--- src/rtl/posit16_1_mac_stream.sv ---
// Streaming posit<16,1> multiply-accumulate into a 128-bit quire.
// One result per sow/eow-framed window; the whole pipe stalls while a result is unaccepted.
module posit16_1_mac_stream #(
   parameter int unsigned FRAC_W  = 12,
   parameter int unsigned SCALE_W = 6,
   parameter int unsigned QUIRE_W = 128,
   parameter int unsigned QFRAC   = 56
) (
   input  logic               tb_clk,
   input  logic               tb_reset_n,
   input  logic               rts_i,
   output logic               rtr_o,
   input  logic               sow_i,
   input  logic               eow_i,
   input  logic               sign_i1,
   input  logic               sign_i2,
   input  logic [SCALE_W-1:0] scale_i1,
   input  logic [SCALE_W-1:0] scale_i2,
   input  logic [FRAC_W-1:0]  fraction_i1,
   input  logic [FRAC_W-1:0]  fraction_i2,
   input  logic               zero_i1,
   input  logic               zero_i2,
   input  logic               NaR_i1,
   input  logic               NaR_i2,
   input  logic               rtr_i,
   output logic               rts_o,
   output logic               sow_o,
   output logic               eow_o,
   output logic [QUIRE_W-1:0] quire_o
);

   localparam int unsigned PROD_W = 2 * (FRAC_W + 1);
   localparam int unsigned SUM_W  = SCALE_W + 1;
   localparam int unsigned SH_W   = 8;
   // Product LSB weight is 2^-(2*FRAC_W); align it to the quire LSB weight 2^-QFRAC.
   localparam int unsigned OFFSET = QFRAC - 2 * FRAC_W;
   localparam logic [QUIRE_W-1:0] NAR_PAT = {1'b1, (QUIRE_W-1)'(0)};

   logic                      adv_c;
   logic                      s1_vld_q, s1_sow_q, s1_eow_q, s1_sign_q, s1_nar_q, s1_zero_q;
   logic [PROD_W-1:0]         s1_prod_q;
   logic signed [SUM_W-1:0]   s1_scale_q;
   logic signed [SH_W-1:0]    sh_c;
   logic [SH_W-1:0]           shamt_c;
   logic [QUIRE_W-1:0]        mag_c, term_c, acc_d, acc_q;
   logic                      nar_d, nar_q, s2_eow_q;
   logic                      rts_q;
   logic [QUIRE_W-1:0]        quire_q;

   assign rtr_o   = ~(rts_q & ~rtr_i);
   assign adv_c   = rtr_o;
   assign rts_o   = rts_q;
   assign sow_o   = rts_q;
   assign eow_o   = rts_q;
   assign quire_o = quire_q;

   // Stage 1: exact significand product and scale sum
   always_ff @(posedge tb_clk or negedge tb_reset_n) begin
      if (!tb_reset_n) begin
         s1_vld_q   <= 1'b0;
         s1_sow_q   <= 1'b0;
         s1_eow_q   <= 1'b0;
         s1_sign_q  <= 1'b0;
         s1_nar_q   <= 1'b0;
         s1_zero_q  <= 1'b0;
         s1_prod_q  <= '0;
         s1_scale_q <= '0;
      end else if (adv_c) begin
         s1_vld_q   <= rts_i;
         s1_sow_q   <= sow_i;
         s1_eow_q   <= eow_i;
         s1_sign_q  <= sign_i1 ^ sign_i2;
         s1_nar_q   <= NaR_i1 | NaR_i2;
         s1_zero_q  <= (zero_i1 | zero_i2) & ~(NaR_i1 | NaR_i2);
         s1_prod_q  <= PROD_W'({1'b1, fraction_i1}) * PROD_W'({1'b1, fraction_i2});
         s1_scale_q <= SUM_W'($signed(scale_i1)) + SUM_W'($signed(scale_i2));
      end
   end

   // Stage 2: align product into the quire field and fold into the window sum
   always_comb begin
      sh_c    = SH_W'(s1_scale_q) + $signed(SH_W'(OFFSET));
      shamt_c = sh_c[SH_W-1] ? SH_W'(-sh_c) : SH_W'(sh_c);
      mag_c   = sh_c[SH_W-1] ? (QUIRE_W'(s1_prod_q) >> shamt_c)
                             : (QUIRE_W'(s1_prod_q) << shamt_c);
      term_c  = '0;
      if (!(s1_zero_q | s1_nar_q)) begin
         term_c = s1_sign_q ? -mag_c : mag_c;
      end
      acc_d = acc_q;
      nar_d = nar_q;
      if (s1_vld_q) begin
         acc_d = s1_sow_q ? term_c : acc_q + term_c;
         nar_d = s1_sow_q ? s1_nar_q : (nar_q | s1_nar_q);
      end
   end

   always_ff @(posedge tb_clk or negedge tb_reset_n) begin
      if (!tb_reset_n) begin
         acc_q    <= '0;
         nar_q    <= 1'b0;
         s2_eow_q <= 1'b0;
      end else if (adv_c) begin
         acc_q    <= acc_d;
         nar_q    <= nar_d;
         s2_eow_q <= s1_vld_q & s1_eow_q;
      end
   end

   // Output register: loaded one cycle after the closing beat leaves stage 2
   always_ff @(posedge tb_clk or negedge tb_reset_n) begin
      if (!tb_reset_n) begin
         rts_q   <= 1'b0;
         quire_q <= '0;
      end else if (adv_c) begin
         rts_q <= s2_eow_q;
         if (s2_eow_q) begin
            quire_q <= nar_q ? NAR_PAT : acc_q;
         end
      end
   end

endmodule

--- config.mk ---
export PLATFORM = sky130hd
export DESIGN_NAME = posit16_1_mac_stream
export DESIGN_NICKNAME = d
export VERILOG_FILES = /design/src/rtl/posit16_1_mac_stream.sv
export SDC_FILE = /design/constraint.sdc
export NUM_CORES = 2
export LEC_CHECK = 0
export BUFFER_PORTS_ARGS = -buffer_cell sky130_fd_sc_hd__buf_2
export CAP_MARGIN = 20
export CORE_MARGIN = 2
export CORE_UTILIZATION = 45
export DETAILED_ROUTE_END_ITERATION = 8
export GPL_TIMING_DRIVEN = 1
export PLACE_DENSITY = 0.65
export SLEW_MARGIN = 20
export SYNTH_ARGS = -nofsm -noshare
export SYNTH_HDL_FRONTEND = slang
export SYNTH_SLANG_ARGS = --single-unit
--- constraint.sdc ---
create_clock -name tb_clk -period 10.45 [get_ports tb_clk]
set_input_delay 1.045 -clock tb_clk [delete_from_list [all_inputs] [get_ports tb_clk]]
set_output_delay 1.045 -clock tb_clk [all_outputs]
set_load 0.005 [all_outputs]
# Word-level counts from Yosys, hierarchy flattened
# Cells that the tools add are included.
[op_classes]
reduce_logical = 2
shifts = 2
addsub = 5
mux = 7
bitwise_logic = 11
mul = 1
[ops]
columns = ["op", "count"]
rows = [
  ["128-bit 2-to-1 mux", 5],
  ["128-bit adder", 1],
  ["128-bit negator", 1],
  ["26-bit by 8-bit left shift with 128-bit output", 1],
  ["26-bit by 8-bit right shift with 128-bit output", 1],
  ["13-bit by 13-bit multiplier with 26-bit output", 1],
  ["7-bit by 7-bit adder with 8-bit output, second input constant", 1],
  ["8-bit 2-to-1 mux", 1],
  ["8-bit negator", 1],
  ["6-bit by 6-bit adder with 7-bit output", 1],
  ["1-bit bitwise OR", 4],
  ["2-bit AND reduction", 2],
  ["1-bit AND", 3],
  ["1-bit NOT", 3],
  ["1-bit 2-to-1 mux", 1],
  ["1-bit XOR", 1],
]
[totals]
in_bits = 48
output_inout_bits = 132
reg_bits = 298
word_cells = 41

# Longest topological paths before layout
[logic_depth]
depth_word = 10
ltp_mapped = 42
depth_no_buf = 32

# Worst setup path after synthesis
# No wires, ideal clock.
[synth_timing]
kind = "reg2reg"
startpoint = "register s1_scale_q[0]"
endpoint = "register acc_q[103]"
period_less_slack_ns = 8.627
path_buffers = 10
stages_incl_launch_ff = 41
t_required_ns = 10.363
setup_slack_ns = 1.823
setup_ns = 0.087
arrival_time_ns = 8.541
cell_sequence = "dfrtp_1 > buf_6 > buf_4 > buf_4 > inv_1 > buf_2 > ha_1 > buf_2 > nand2b_2 > xor2_4 > buf_4 > buf_4 > buf_2 > buf_4 > mux2i_1 > o22ai_1 > a221oi_1 > ha_1 > (+5 left out) > nor2_1 > xor2_1 > nor2_1 > ha_1 > clkbuf_1 > nand2_1 > nor2_1 > a221oi_1 > nand2_1 > a41oi_1 > a21oi_1 > a22oi_1 > a211oi_1 > o211ai_1 > or4b_2 > and3_1 > or4_1 > o211ai_1"
[synth_via]
elab_chain_cells = 10
word_cells_on_any_way = 11
cone_classes = "4 x add/sub; 2 x shift; 5 x mux"
[synth_lines]
columns = ["item", "line", "rtl"]
rows = [
  ["start, declared", "42", "logic signed [SUM_W-1:0] s1_scale_q;"],
  ["start signal, assigned", "76", "s1_scale_q <= SUM_W'($signed(scale_i1)) + SUM_W'($signed(scale_i2));"],
  ["7-bit by 7-bit adder with 8-bit output (*)", "82", "sh_c = SH_W'(s1_scale_q) + $signed(SH_W'(OFFSET));"],
  ["8-bit negator", "83", "shamt_c = sh_c[SH_W-1] ? SH_W'(-sh_c) : SH_W'(sh_c);"],
  ["8-bit 2-to-1 mux", "83", ""],
  ["26-bit by 8-bit left shift with 128-bit output / 26-bit by 8-bit right shift with 128-bit output (equally long branches)", "85, 84", ""],
  ["128-bit 2-to-1 mux (*)", "84", "mag_c = sh_c[SH_W-1] ? (QUIRE_W'(s1_prod_q) >> shamt_c)"],
  ["128-bit negator", "88", "term_c = s1_sign_q ? -mag_c : mag_c;"],
  ["128-bit 2-to-1 mux (*)", "88", ""],
  ["128-bit 2-to-1 mux (*)", "87", "if (!(s1_zero_q | s1_nar_q)) begin"],
  ["128-bit adder", "93", "acc_d = s1_sow_q ? term_c : acc_q + term_c;"],
  ["128-bit 2-to-1 mux (*)", "93", ""],
  ["end signal, assigned", "100", "acc_q <= '0;"],
  ["end signal, assigned", "104", "acc_q <= acc_d;"],
  ["end, declared", "45", "logic [QUIRE_W-1:0] mag_c, term_c, acc_d, acc_q;"],
]
# Mark *: on every way between the ends. The rest lies on a longest branch, timed or not.
# A chain may end at the register's enable or synchronous reset.

# Final worst setup path
[layout_timing]
startpoint = "register s1_scale_q[5]"
endpoint = "register acc_q[124]"
# Same word-level chain as after synthesis.

==> results.ini <==
[setup_path]
slowest_stage = a222oi_1
crit_arrival_ps = 10460
worstReg2RegEnd = acc_q[124]
crit_type = reg -> reg
r2r_cells = 35
worst-r2r-setup-slack_ps = 470
cp-startpoint = s1_scale_q[5]
r2r_start = s1_scale_q[5]
endpoint = acc_q[124]
worstSetupStartpointType = flip-flop
slowest_delay_ps = 670
critical_path.most_common_cell = buf_4
crit_fanout = 16
setup.worst_path.end_class = flip-flop
required_ps = 10930

[die]
row_count = 105
ios = 180
start_util = 0.452
die-area_um2 = 84500
die_h_um = 291
core_area_um2 = 81700
die_w_um = 291

[timing]
worst_slew_pin_slew_ps = 1230
hold_slack_ps = 470
drv_slew = 0
skew_ps = 50.3
slew_headroom = 0.176
setup_tns_ps = 0
period_share = 0.955
rsz0062_at_grt = false
fmax_mhz = 100
finalHoldViolCount = 0
setup_viol_count_final = 0
finalCriticalPeriod_ps = 9980

[clocking]
clk_pin_slew_worst_paths_ps = 60
clock_latency_ps = 630
cts_sinks = 298
ctsHtreeMaxLevel = 2
cts_tree = yes
cts_buffers = 40
clockBufferDepth = 3
root_buffer = clkbuf_16
post_cts_buffers = 0

[detailed_routing]
wl_met2_mm = 68.5
via_per_inst = 6.42
ant_nets = 0
vias = 38200
wl_met1_mm = 69.2
top_layer_used = met5
firstDrtPassIters = 6
met3_wirelength_mm = 14.4
routed_wl_mm = 161
drt_iter0_drc = 4150
wl_per_cell_um = 27.0
drc = 0

[placed_design]
place_area_um2 = 39000
place_congestion = 1.04
hpwlAfterDp_mm = 124
io_buffers = 179

[yosys]
synth_async_sr_flop_share = 1.00
synthFlopType = dfrtp_1
synth_seq_cells = 298
syn_area_um2 = 37000
synth_edf_count = 0
netlist_instances = 4834
synth_warnings = 0
synth_nets = 5212
synth_cell_type_count = 102
ys_seq_area_frac = 0.202
syn_avg_cell_area_um2 = 7.65

[min_path]
hp-class = reg -> reg

[final_layout]
layout.nets = 5230
drive_gt1_frac = 0.112
final_cell_mix = nand2_1 (596), o21ai_0 (431), nor2_1 (402)
register_area_um2 = 7470
mostFrequentLayoutCell = nand2_1
fin_area_um2 = 40600
multi_input_area_um2 = 27600
areaGrowthSynthToFinish_pct = 9.82
fillers = 8184
post-route-util = 0.497

[global_routing]
grt_max_degree = 175
grt_pass1_wl_mm = 239
grt_pass1_vias = 36100
antenna_found_initial = 4
grt_usage = 0.370
grt_overflow = 0

[flow_run]
drv_cap = 0

[run_status]
status = completed

==> layout make-up <==
| class | count | area share |
|---|---|---|
| multi-input cells | 4015 | 0.680 |
| flip-flops and latches | 298 | 0.184 |
| repair buffers | 319 | 0.0501 |
| well taps | 1070 | 0.0330 |
| clock buffers | 52 | 0.0283 |
| inverters | 178 | 0.0165 |
| clock inverters | 19 | 0.00795 |
| diodes | 3 | 0.000185 |
==> through the flow <==
| step | instances | worst slack, ps |
|---|---|---|
| after floorplan | 4834 | 1820 |
| after global placement | 5878 | 347 |
| after detailed placement | 5878 | 353 |
| after CTS | 5949 | 352 |
| after global routing | 5951 | 43.9 |
| final | 5954 | 470 |
==> registers in the layout, summed over array words and instances, names as in the netlist <==
signal / count
quire_o: 128
acc_q: 128
s1_eow_q: 1
s1_vld_q: 1
s2_eow_q: 1
s1_nar_q: 1
s1_sow_q: 1
s1_sign_q: 1
eow_o: 1
nar_q: 1
s1_prod_q: 26
s1_zero_q: 1
s1_scale_q: 7
==> layer usage <==
| metal | vias to the layer above | GRT usage |
|---|---|---|
| met5 | - | 0 |
| met4 | 6 | 0.168 |
| met3 | 416 | 0.0779 |
| met2 | 1906 | 0.557 |
| met1 | 18500 | 0.509 |
| li1 | 17400 | - |
==> cell usage after synthesis, types with 110 or more instances <==
cell      count  share of area
a21oi_1     335          0.045
nand2_1     599          0.061
mux2i_1     121          0.033
dfrtp_1     298           0.20
nor3_1      114          0.015
a21o_1      110          0.022
nand2b_1    163          0.028
nor2_1      408          0.041
ha_1        207          0.070
inv_1       178          0.018
fa_1        123          0.067
o21ai_0     431          0.058
xnor2_1     133          0.032
clkbuf_1    273          0.028
==> timing repair <==
item                                    4_1_cts  5_1_grt
gates resized for setup                       0       11
endpoints found under the setup margin        0       26
hold endpoints to repair                      0        0
hold buffers                                  0        0
==> critical path: cells and delay by family (launching register included) <==
family | cells | cell delay [ps]
simple gates | 16 | 4220
compound gates | 10 | 2710
buf+inv | 7 | 1670
fa+ha+maj | 2 | 700
flops | 1 | 520
==> cell families (layout without fill, tap and decap cells) <==
| kind of cell | count (synthesis) | after routing | synth area share |
|---|---|---|---|
| AO/OA/AOI/OAI | 1457 | 1457 | 0.252 |
| adder cells (fa/ha/maj) | 330 | 330 | 0.137 |
| AND/OR/NAND/NOR | 1790 | 1790 | 0.232 |
| other | 0 | 3 | 0 |
| multiplexers | 194 | 195 | 0.0624 |
| buffers and inverters | 523 | 568 | 0.0570 |
| flip-flops | 298 | 298 | 0.202 |
| XOR/XNOR | 242 | 243 | 0.0580 |
==> how the worst min path moves through the flow <==
stage                start          end  slack (ps)  cells after the start
5_1_grt        quire_o[42]  quire_o[42]         490                      2
3_3_place_gp   quire_o[29]  quire_o[29]         460                      2
6_report       quire_o[93]  quire_o[93]         470                      2
4_1_cts        quire_o[46]  quire_o[46]         480                      2
2_1_floorplan     s1_eow_q     s1_eow_q         440                      2
3_5_place_dp   quire_o[46]  quire_o[46]         460                      2
Power is not shown: default switching activity piles up to over one toggle a cycle in this logic, so the estimate is an artifact.
